==> src/rtl/tlul_pkg.sv <==
// Shared TL-UL widths and the integrity-buffer entry type.
package tlul_pkg;

  localparam int unsigned DataMaxWidth  = 32;
  localparam int unsigned DataIntgWidth = 7;
  localparam int unsigned DataIntgTotal = DataMaxWidth + DataIntgWidth;

  // Integrity bits are stored inverted so an all-zero word is never a valid codeword.
  localparam logic [DataIntgTotal-1:0] IntgInvMask = 39'h2A_0000_0000;

  typedef struct packed {
    logic [DataMaxWidth-1:0] data;
    logic                    err;
  } rsp_intg_entry_t;

  function automatic logic [DataMaxWidth-1:0] intg_data(
    input logic [DataIntgTotal-1:0] word
  );
    return word[DataMaxWidth-1:0];
  endfunction

endpackage

==> src/rtl/tlul_data_integ_dec.sv <==
// Inverted 39/32 Hsiao SECDED syndrome check; flags only, no correction.
module tlul_data_integ_dec
  import tlul_pkg::*;
(
  input  logic [DataIntgTotal-1:0] i_data_intg,
  output logic                     o_single_err,
  output logic                     o_double_err
);

  logic [DataIntgTotal-1:0] w_raw;
  logic [DataIntgWidth-1:0] w_syndrome;

  assign w_raw = i_data_intg ^ IntgInvMask;

  always_comb begin
    w_syndrome    = '0;
    w_syndrome[0] = ^(w_raw & 39'h01_2606_BD25);
    w_syndrome[1] = ^(w_raw & 39'h02_DEBA_8050);
    w_syndrome[2] = ^(w_raw & 39'h04_413D_89AA);
    w_syndrome[3] = ^(w_raw & 39'h08_3123_4ED1);
    w_syndrome[4] = ^(w_raw & 39'h10_C2C1_323B);
    w_syndrome[5] = ^(w_raw & 39'h20_2DCC_624C);
    w_syndrome[6] = ^(w_raw & 39'h40_9850_5586);
  end

  // Hsiao columns have odd weight: odd syndrome means single, even non-zero means double.
  assign o_single_err = ^w_syndrome;
  assign o_double_err = (|w_syndrome) & ~(^w_syndrome);

endmodule

==> src/rtl/tlul_rsp_intg_buf.sv <==
// D-channel response FIFO that tags each beat with its integrity error and tracks errors.
// Define TLUL_RSP_INTG_CNT_EN to build the saturating error counter.
module tlul_rsp_intg_buf
  import tlul_pkg::*;
#(
  parameter int unsigned Depth    = 2,
  parameter int unsigned CntWidth = 8
) (
  input  logic                     clk_i,
  input  logic                     rst_i,
  input  logic                     rsp_valid_i,
  output logic                     rsp_ready_o,
  input  logic [DataIntgTotal-1:0] rsp_data_intg_i,
  output logic                     rsp_valid_o,
  input  logic                     rsp_ready_i,
  output logic [DataMaxWidth-1:0]  rsp_data_o,
  output logic                     rsp_err_o,
  output logic                     err_pulse_o,
  output logic                     err_sticky_o,
  input  logic                     err_clr_i,
  output logic [CntWidth-1:0]      err_cnt_o
);

  localparam int unsigned PtrW = $clog2(Depth);
  localparam int unsigned OccW = $clog2(Depth + 1);
  localparam logic [PtrW-1:0] LastPtr = PtrW'(Depth - 1);

  rsp_intg_entry_t r_mem [Depth];
  logic [PtrW-1:0] r_wptr, r_rptr;
  logic [OccW-1:0] r_cnt;
  logic            r_err_pulse, r_err_sticky;

  logic            w_single_err, w_double_err, w_err;
  logic            w_push, w_pop, w_bad_push;
  rsp_intg_entry_t w_entry;

  tlul_data_integ_dec u_dec (
    .i_data_intg  (rsp_data_intg_i),
    .o_single_err (w_single_err),
    .o_double_err (w_double_err)
  );

  assign w_err       = w_single_err | w_double_err;
  assign rsp_ready_o = (r_cnt != OccW'(Depth));
  assign rsp_valid_o = (r_cnt != '0);
  assign w_push      = rsp_valid_i & rsp_ready_o;
  assign w_pop       = rsp_valid_o & rsp_ready_i;
  assign w_bad_push  = w_push & w_err;

  assign w_entry.data = intg_data(rsp_data_intg_i);
  assign w_entry.err  = w_err;

  // Storage is not reset; the occupancy count alone decides what is visible.
  always_ff @(posedge clk_i) begin
    if (w_push) r_mem[r_wptr] <= w_entry;
  end

  always_ff @(posedge clk_i) begin
    if (rst_i) begin
      r_wptr <= '0;
      r_rptr <= '0;
      r_cnt  <= '0;
    end else begin
      if (w_push) r_wptr <= (r_wptr == LastPtr) ? '0 : r_wptr + 1'b1;
      if (w_pop)  r_rptr <= (r_rptr == LastPtr) ? '0 : r_rptr + 1'b1;
      if (w_push && !w_pop)      r_cnt <= r_cnt + 1'b1;
      else if (!w_push && w_pop) r_cnt <= r_cnt - 1'b1;
    end
  end

  assign rsp_data_o = r_mem[r_rptr].data;
  assign rsp_err_o  = rsp_valid_o & r_mem[r_rptr].err;

  always_ff @(posedge clk_i) begin
    if (rst_i) begin
      r_err_pulse  <= 1'b0;
      r_err_sticky <= 1'b0;
    end else begin
      r_err_pulse <= w_bad_push;
      if (w_bad_push)     r_err_sticky <= 1'b1;
      else if (err_clr_i) r_err_sticky <= 1'b0;
    end
  end

  assign err_pulse_o  = r_err_pulse;
  assign err_sticky_o = r_err_sticky;

`ifdef TLUL_RSP_INTG_CNT_EN
  logic [CntWidth-1:0] r_err_cnt;

  // A clear coinciding with a new error keeps that error counted.
  always_ff @(posedge clk_i) begin
    if (rst_i) begin
      r_err_cnt <= '0;
    end else if (w_bad_push) begin
      if (err_clr_i)        r_err_cnt <= CntWidth'(1);
      else if (~&r_err_cnt) r_err_cnt <= r_err_cnt + 1'b1;
    end else if (err_clr_i) begin
      r_err_cnt <= '0;
    end
  end

  assign err_cnt_o = r_err_cnt;
`else
  assign err_cnt_o = '0;
`endif

endmodule

==> config.mk <==
export PLATFORM = sky130hd
export DESIGN_NAME = tlul_rsp_intg_buf
export DESIGN_NICKNAME = d
export VERILOG_FILES = /design/src/rtl/tlul_pkg.sv /design/src/rtl/tlul_data_integ_dec.sv /design/src/rtl/tlul_rsp_intg_buf.sv
export SDC_FILE = /design/constraint.sdc
export NUM_CORES = 1
export LEC_CHECK = 0
export ABC_AREA = 0
export CAP_MARGIN = 20
export CORE_MARGIN = 4
export CORE_UTILIZATION = 49
export DETAILED_ROUTE_END_ITERATION = 10
export PLACE_DENSITY = 0.78
export SYNTH_ARGS = -nofsm -noshare
export SYNTH_HDL_FRONTEND = slang
export SYNTH_SLANG_ARGS = --single-unit
export TNS_END_PERCENT = 30
==> constraint.sdc <==
create_clock -name clk_i -period 2.9 [get_ports clk_i]
set_input_delay 0.29 -clock clk_i [delete_from_list [all_inputs] [get_ports clk_i]]
set_output_delay 0.29 -clock clk_i [all_outputs]
set_load 0.05 [all_outputs]
==> flow_summary.toml, run 1 <==
[grt]
grt_max_degree = 25
antenna_found_initial = 0
grt_usage_pct = 17.1
grt_overflow = 0
grt_pass1_vias = 2163
grt_pass1_wl_um = 11000

[worst_setup_path]
critPathRequiredTime_ns = 2.98
reg2reg_slack_ns = 1.21
r2r_start = "r_cnt[0]"
r2r_cells = 6
worstReg2RegEnd = "r_cnt[1]"
path_class = "in -> reg"
cp.arrival_ns = 2.67
worst_setup_path_end_kind = "flip-flop"
worstPathMaxFanout = 2
startpoint_type = "input port"

[yosys]
syn_area_per_cell_sq_um = 15.5
yosysSeqAreaShare_pct = 61.0
synthesis.area_sq_mm = 0.00348
synth_top_area_share_pct = 57.0
ys_ff_latch = 73
syn_inst = 224
synth_largest_area_cell = "edfxtp_1"
synth_cell_types = 24
synthTopCellsByArea = "edfxtp_1 (57%), xnor2_1 (15%), mux2_2 (5.8%)"
yosys_warnings = 0

[floorplanning]
die_w_um = 92.3
initial_core_util_pct = 50.9
die_h_um = 92.3
core_sq_mm = 0.00683
fp-row-count = 30
ioPinCount = 89
die-area_sq_mm = 0.00851

[placement]
dp_slack_ns = -0.0134
port_buffers = 80
dp_hpwl_um = 5080
gp_congestion = 0.770

[power]
leakage_nw = 1.66
fin_total_pwr_mw = 4.10
switching_share_pct = 40.3
clockPowerShare_pct = 16.4
combinationalPowerShare_pct = 49.7
p_int_mw = 2.44
switchingPower_mw = 1.65
vdd_ir_drop_max_uv = 584
seq_power_share_pct = 34.0
power_density_mw_per_mm2 = 888

[clock_tree]
holdBufCountCts = 0
cts-root-buf = "clkbuf_8"
cts_max_path_buffers = 2
numCtsBuffers = 9
htreeDepth = 3
cts_tree = "done"
clkTransAtPathRegs_ns = 0.07
insertion_delay_ns = 0.34
cts_setup_buffers = 0
cts_resized = 0
cts_num_sinks = 73

[run_status]
status = "finished, final reports clean"

[sta]
finalMaxSlewViolations = 0
rsz0062_at_grt = "no"
min_period_ns = 2.59
max_freq_mhz = 386
hold_viol_final = 0
setup_viol = 0
worst_pin_slew_ns = 0.521
skew_ns = 0.0122
worst_slack_ns = 0.308
slew_headroom_pct = 65.1
finalCritPeriodShare_pct = 89.4

[drt]
vias_per_cell = 4.68
drtPass1Iterations = 4
avgRoutedWirePerCell_um = 16.4
drt_iter0_drc = 60
drc_errors = 0
wl_um = 7000
antenna_left = 0
vias = 1999

[cells_and_area]
fill_cells = 528
nNetsFinal = 375
area.growth.synth_to_final_pct = 32.5
mostFrequentLayoutCells = "edfxtp_1 (66), clkdlybuf4s50_1 (61), xnor2_1 (58)"
diodes = 0
drive_gt1_share_pct = 21.5
final_common_cell = "edfxtp_1"

[worst_hold_path]
min_to = "r_cnt[1]"
hold_class = "reg -> reg"
hold_depth = 2
worstHoldStart = "r_cnt[1]"

[job]
maxCapViolCount = 0
-- cell usage after synthesis --
cell and n:
nand3_1 1, mux2i_1 1, xnor2_1 58, nand2_1 3, xor2_1 13, nor2_1 9
a21oi_1 2, edfxtp_1 66, clkbuf_1 5, inv_1 2, mux2_1 14, a211oi_2 1
dfxtp_1 7, a2bb2oi_1 1, conb_1 1, buf_4 8, mux2_2 18, nand2b_1 1
ha_1 4, and3_1 1, a211oi_1 1, or3_1 1, xnor3_1 5, o21ai_0 1
-- power groups by stage --
stage                     registers [mW]  clock network (mW)  logic, mW
after floorplan                     1.42                   0       1.46
after global placement              1.41                   0       2.03
after detailed placement            1.42                   0       2.04
after CTS                           1.39               0.677       2.06
after global routing                1.41               0.719       2.16
final                               1.39               0.670       2.03
-- cell families after synthesis --
logic type	count (synthesis)	synth area share, %
other	1	0.108
adder cells (fa/ha/maj)	4	1.44
AND/OR/NAND/NOR	16	1.98
multiplexers	33	10.6
XOR/XNOR	76	21.1
flip-flops	73	61.0
buffers and inverters	15	2.48
AO/OA/AOI/OAI	6	1.26
-- cell type report --
| type | count | area (sq um) | area share [%] |
|---|---|---|---|
| clock buffer | 9 | 124 | 2.69 |
| multi-input combinational | 143 | 1300 | 28.2 |
| timing repair buffer | 98 | 901 | 19.5 |
| inverter | 2 | 7.51 | 0.163 |
| tap | 96 | 120 | 2.61 |
| sequential | 73 | 2120 | 46.0 |
| clock inverter | 6 | 36.3 | 0.787 |
-- flip-flops by register name (all words and copies together) (netlist names), named ones only --
register / flops
err_pulse_o: 1
err_sticky_o: 1
r_cnt: 2
r_mem: 66
r_rptr: 1
r_wptr: 1
-- routing by layer --
layer / vias to the layer above / GRT usage [%] / routed length [um]
li1: 979 / - / -
met3: 7 / 4.76 / 318
met1: 962 / 22.4 / 3150
met4: 0 / 4.46 / 55
met5: - / 0 / 0
met2: 51 / 28.2 / 3480
-- critical path: stages --
cell and delay, ns:
clkdlybuf4s50_1 0.50, xor2_1 0.23, xnor2_1 0.21, xnor2_1 0.17, xnor3_1 0.42, ha_1 0.29, xnor2_1 0.20, xnor2_1 0.11
nor2_1 0.17, nand2_1 0.09
-- worst max-delay path by stage --
| stage | cells past startpoint | to | slack (ns) | startpoint |
|---|---|---|---|---|
| after floorplan | 3 | r_mem[0][0] | 0.50 | r_cnt[0] |
| after global placement | 10 | r_mem[1][0] | 0.03 | rsp_data_intg_i[14] |
| after detailed placement | 10 | r_mem[0][0] | -0.01 | rsp_data_intg_i[14] |
| after CTS | 10 | r_mem[0][0] | 0.30 | rsp_data_intg_i[14] |
| after global routing | 10 | r_mem[0][0] | 0.15 | rsp_data_intg_i[14] |
| final | 10 | r_mem[0][0] | 0.31 | rsp_data_intg_i[9] |
-- stage by stage --
| step | setup TNS [ns] | instances | hold WS [ns] | area, sq um | util [%] |
|---|---|---|---|---|---|
| finish | 0 | 427 | 0.513 | 4610 | 67.5 |
| global route | 0 | 427 | 0.564 | 4610 | 67.5 |
| CTS | 0 | 427 | 0.508 | 4610 | 67.5 |
| detailed placement | -0.0267 | 412 | 0.497 | 4450 | 65.1 |
| global placement | 0 | 412 | 0.489 | 4450 | 65.1 |
| floorplan | 0 | 231 | 0.389 | 3510 | - |
Power figures use the tool's default switching activity.
==> run 2, diff against run 1 <==
--- a/config.mk
+++ b/config.mk
@@ -8,9 +8,9 @@
 export ABC_AREA = 0
 export CAP_MARGIN = 20
 export CORE_MARGIN = 4
-export CORE_UTILIZATION = 49
+export CORE_UTILIZATION = 40
 export DETAILED_ROUTE_END_ITERATION = 10
-export PLACE_DENSITY = 0.78
+export PLACE_DENSITY = 0.65
 export SYNTH_ARGS = -nofsm -noshare
 export SYNTH_HDL_FRONTEND = slang
 export SYNTH_SLANG_ARGS = --single-unit
==> run 2 against run 1 <==
Sequential share of layout area is 1.0 points lower. Clock power up 38%. Combinational power about the same. Critical path depth unchanged. Highest routed layer unchanged. Worst hold slack got worse by 0.0041 ns. Clock skew decreased by 0.0061 ns. Critical endpoint unchanged.
==> flow_summary.toml, run 2 (synthesis gave the netlist of run 1 again) <==
[run_status]
status = "finished, final reports clean"

[cells_and_area]
final_common_cell = "edfxtp_1"
drive_gt1_share_pct = 21.4
area.growth.synth_to_final_pct = 35.5
largest_register = "r_mem"
mostFrequentLayoutCells = "edfxtp_1 (66), clkdlybuf4s50_1 (61), xnor2_1 (58)"
final_cells = 437
top_regs = "r_mem x66, r_cnt x2"
largest_register_ffs = 66
nNetsFinal = 375
diodes = 0

[drt]
wl_um = 7070
avgRoutedWirePerCell_um = 16.2
vias = 1997
drtPass1Iterations = 4
drc_errors = 0
vias_per_cell = 4.57
drt_iter0_drc = 38
antenna_left = 0

[worst_setup_path]
worstPathMaxFanout = 4
worst-path-buf-inv = 1
critPathRequiredTime_ns = 2.98
path_class = "in -> reg"
path_delay_family = "XOR/XNOR gates"
path_cells = "clkdlybuf4s50_1 > xnor2_1 > xnor2_1 > xnor2_1 > xnor3_1 > ha_1 > xnor2_1 > xnor2_1 > nor2_1 > nand2_1"
cpMaxStageDelayCell = "clkdlybuf4s50_1"
cp_common_cell = "xnor2_1"
cp.arrival_ns = 2.70
slowest_delay_ns = 0.49
startpoint_type = "input port"
worst_setup_path_end_kind = "flip-flop"

[sta]
slew_headroom_pct = 64.5
max_freq_mhz = 382
min_period_ns = 2.62
rsz0062_at_grt = "no"
finalCritPeriodShare_pct = 90.3
setup_viol = 0
skew_ns = 0.00610
hold_viol_final = 0
fin_tns_setup_ns = 0
finalMaxSlewViolations = 0
worst_pin_slew_ns = 0.531

[power]
leakage_nw = 1.70
power_density_mw_per_mm2 = 925
vdd_ir_drop_max_uv = 448

[grt]
grt_overflow = 0
grt_pass1_wl_um = 10900
grt_max_degree = 34
antenna_found_initial = 0
grt_pass1_vias = 2176
grt_usage_pct = 14.4

[clock_tree]
cts_max_path_buffers = 2
cts-root-buf = "clkbuf_8"
clkTransAtPathRegs_ns = 0.07
holdBufCountCts = 0
numCtsBuffers = 9
cts_resized = 0
cts_num_sinks = 73
cts_setup_buffers = 0
cts_tree = "done"
htreeDepth = 3
insertion_delay_ns = 0.33

[floorplanning]
core_sq_mm = 0.00834
die_h_um = 101
initial_core_util_pct = 41.7
die-area_sq_mm = 0.0103
ioPinCount = 89
fp-row-count = 33
die_w_um = 101

[worst_hold_path]
hold_class = "reg -> reg"

[job]
maxCapViolCount = 0

[placement]
port_buffers = 80
dp_hpwl_um = 5200
dp.cells = 421
gp_congestion = 0.779
[run 2: changes by cell type in the layout (fill, tap and decap cells not counted), sizes merged]
cell / before / now
clkinvlp: 3 / 1
clkbuf: 9 / 10
clkinv: 3 / 2
bufinv: 0 / 3
[run 2: worst paths after layout]
path | start | end | slack, ns | cells after the start
hold / removal | r_cnt[1] | r_cnt[1] | 0.51 | 2
setup reg to reg | r_cnt[0] | r_cnt[1] | 1.15 | 6
hold reg to reg | r_cnt[1] | r_cnt[1] | 0.51 | 2
setup / recovery | rsp_data_intg_i[6] | r_mem[0][0] | 0.28 | 10
[run 2: layout make-up]
| class | count | area, sq um |
|---|---|---|
| clock buffers | 10 | 128 |
| clock inverters | 6 | 106 |
| fillers | 684 | 3630 |
| inverters | 2 | 7.51 |
| multi-input cells | 143 | 1310 |
| flip-flops and latches | 73 | 2120 |
| well taps | 105 | 131 |
| repair buffers | 98 | 913 |
[run 2: layer usage]
layer  share of wire [%]  global-route usage [%]  wire [um]
met1                  42                    16.5       2940
met2                  52                    25.3       3660
met3                 5.4                    3.93        384
met4                 1.3                    5.83         92
met5                   0                       0          0
[run 2: per-stage QoR]
| stage | power [mW] | utilization [%] | setup WS [ns] | area [sq um] | hold slack [ns] |
|---|---|---|---|---|---|
| 2_1_floorplan | 2.87 | - | 0.496 | 3510 | 0.389 |
| 4_1_cts | 4.42 | 56.5 | 0.321 | 4710 | 0.513 |
| 3_5_place_dp | 3.48 | 53.7 | -0.0256 | 4480 | 0.498 |
| 3_3_place_gp | 3.47 | 53.7 | 0.0385 | 4480 | 0.483 |
| 5_1_grt | 4.59 | 56.5 | 0.173 | 4710 | 0.539 |
| 6_report | 4.36 | 56.5 | 0.282 | 4710 | 0.509 |
[run 2: worst min-delay path: stages (launching register included)]
cell and delay, ns:
dfxtp_1 0.33, o21ai_0 0.07, a21oi_1 0.06
[run 2: where the power goes]
| part | leakage [nW] | switching (mW) | internal (mW) |
|---|---|---|---|
| clock | 0.114 | 0.356 | 0.567 |
| combinational | 0.919 | 1.23 | 0.815 |
| sequential | 0.668 | 0.0502 | 1.34 |
==> run 3, diff against run 2 <==
==> constraint.sdc (replaced) <==
create_clock -name clk_i -period 3 [get_ports clk_i]
set_input_delay 0.3 -clock clk_i [delete_from_list [all_inputs] [get_ports clk_i]]
set_output_delay 0.3 -clock clk_i [all_outputs]
set_load 0.05 [all_outputs]
==> run 3 against run 2 <==
Largest cell class unchanged. Non-clock buffer count down 5. Critical path type unchanged. Highest routed layer unchanged. Power down 10%. Sequential power down 4%. Combinational power decreased by 4%. Via count is 0.45% lower. Sequential share of layout area grew 1.2 points. Clock power decreased by 34%.
==> flow_summary.toml, run 3 (synthesis gave the netlist of run 1 again) <==
[run_status]
status = "finished, final reports clean"

[grt]
antenna_found_initial = 0
grt_max_degree = 34
grt_pass1_vias = 2097
grt_pass1_wl_um = 10700
grt_usage_pct = 14.2
grt_overflow = 0

[job]
maxCapViolCount = 0

[power]
power_density_mw_per_mm2 = 852
leakage_nw = 1.64
fin_total_pwr_mw = 3.91
vdd_ir_drop_max_uv = 370

[floorplanning]
fp-row-count = 33
die_w_um = 101
core_sq_mm = 0.00834
die-area_sq_mm = 0.0103
die_h_um = 101
ioPinCount = 89
initial_core_util_pct = 41.7

[drt]
wl_um = 6870
drtPass1Iterations = 4
antenna_left = 0
vias_per_cell = 4.61
drc_errors = 0
vias = 1988
avgRoutedWirePerCell_um = 15.9
drt_iter0_drc = 37

[sta]
min_period_ns = 2.57
finalMaxSlewViolations = 0
rsz0062_at_grt = "no"
skew_ns = 0.00590
hold_viol_final = 0
finalCritPeriodShare_pct = 85.6
slew_headroom_pct = 63.7
fin_hold_ws_ns = 0.512
max_freq_mhz = 390
fin_tns_setup_ns = 0
setup_viol = 0
worst_pin_slew_ns = 0.543

[worst_setup_path]
path_class = "in -> reg"
worst_setup_path_end_kind = "flip-flop"
worstPathMaxFanout = 2
startpoint_type = "input port"
critPathRequiredTime_ns = 3.08
cp.arrival_ns = 2.64

[cells_and_area]
nNetsFinal = 370
mostFrequentLayoutCells = "edfxtp_1 (66), clkdlybuf4s50_1 (61), xnor2_1 (58)"
largest_register = "r_mem"
fill_cells = 712
area.growth.synth_to_final_pct = 32.0
top_regs = "r_mem x66, r_cnt x2"
final_cells = 431
largest_register_ffs = 66
diodes = 0
drive_gt1_share_pct = 19.3
stdcell_area_sq_mm = 0.00459
final_common_cell = "edfxtp_1"

[clock_tree]
cts_resized = 0
htreeDepth = 3
insertion_delay_ns = 0.33
numCtsBuffers = 9
cts_tree = "done"
cts_max_path_buffers = 2
cts-root-buf = "clkbuf_8"
cts_num_sinks = 73
cts_setup_buffers = 0
clkTransAtPathRegs_ns = 0.07
holdBufCountCts = 0

[worst_hold_path]
hold_class = "reg -> reg"

[placement]
gp_congestion = 0.755
dp.cells = 416
dp_hpwl_um = 5110
placed_area_sq_mm = 0.00444
port_buffers = 80
## run 3: cell count changes in the layout (fill, tap and decap cells not counted), sizes merged
cell    before  now
bufinv       3    0
clkinv       2    4
buf         37   32
## run 3: path summary, 6_finish.rpt
path              slack, ns                start  cells after the start           end
setup / recovery       0.43  rsp_data_intg_i[14]                     10   r_mem[0][0]
hold / removal         0.51             r_cnt[1]                      2      r_cnt[1]
setup reg to reg       1.24             r_cnt[0]                      4  r_mem[0][14]
hold reg to reg        0.51             r_cnt[1]                      2      r_cnt[1]
## run 3: metal layers
layer | vias up | part of all wire [%] | global-route usage (%)
li1 | 975 | - | -
met4 | 0 | 1.8 | 5.73
met1 | 942 | 43 | 17.4
met3 | 9 | 6.0 | 4.68
met5 | - | 0 | 0
met2 | 62 | 49 | 23.1
## run 3: worst max-delay path: stages
cell             delay, ns
clkdlybuf4s50_1       0.49
xor2_1                0.25
xnor2_1               0.20
xnor2_1               0.15
xnor3_1               0.40
ha_1                  0.29
xnor2_1               0.19
xnor2_1               0.10
nor2_1                0.17
nand2_1               0.09
## run 3: where the power goes
| part | internal [mW] | total [mW] | leakage, nW | switching [mW] |
|---|---|---|---|---|
| clock | 0.286 | 0.612 | 0.0746 | 0.326 |
| sequential | 1.30 | 1.34 | 0.668 | 0.0473 |
| combinational | 0.775 | 1.96 | 0.894 | 1.18 |
| total | 2.36 | 3.91 | 1.64 | 1.56 |
## run 3: through the flow
stage               util (%)  setup WS [ns]
floorplan                  -         0.0563
global route            55.1          0.289
finish                  55.1          0.433
CTS                     55.1          0.424
detailed placement      53.3         0.0864
global placement        53.3          0.117
## run 3: final cells by class
class                           instances  area [sq um]  area share [%]
Clock buffer                           10           128            2.78
Clock inverter                          5          23.8           0.518
Inverter                                2          7.51           0.163
Multi-Input combinational cell        143          1310            28.4
Sequential cell                        73          2120            46.2
Tap cell                              105           131            2.86
Timing Repair Buffer                   93           876            19.1
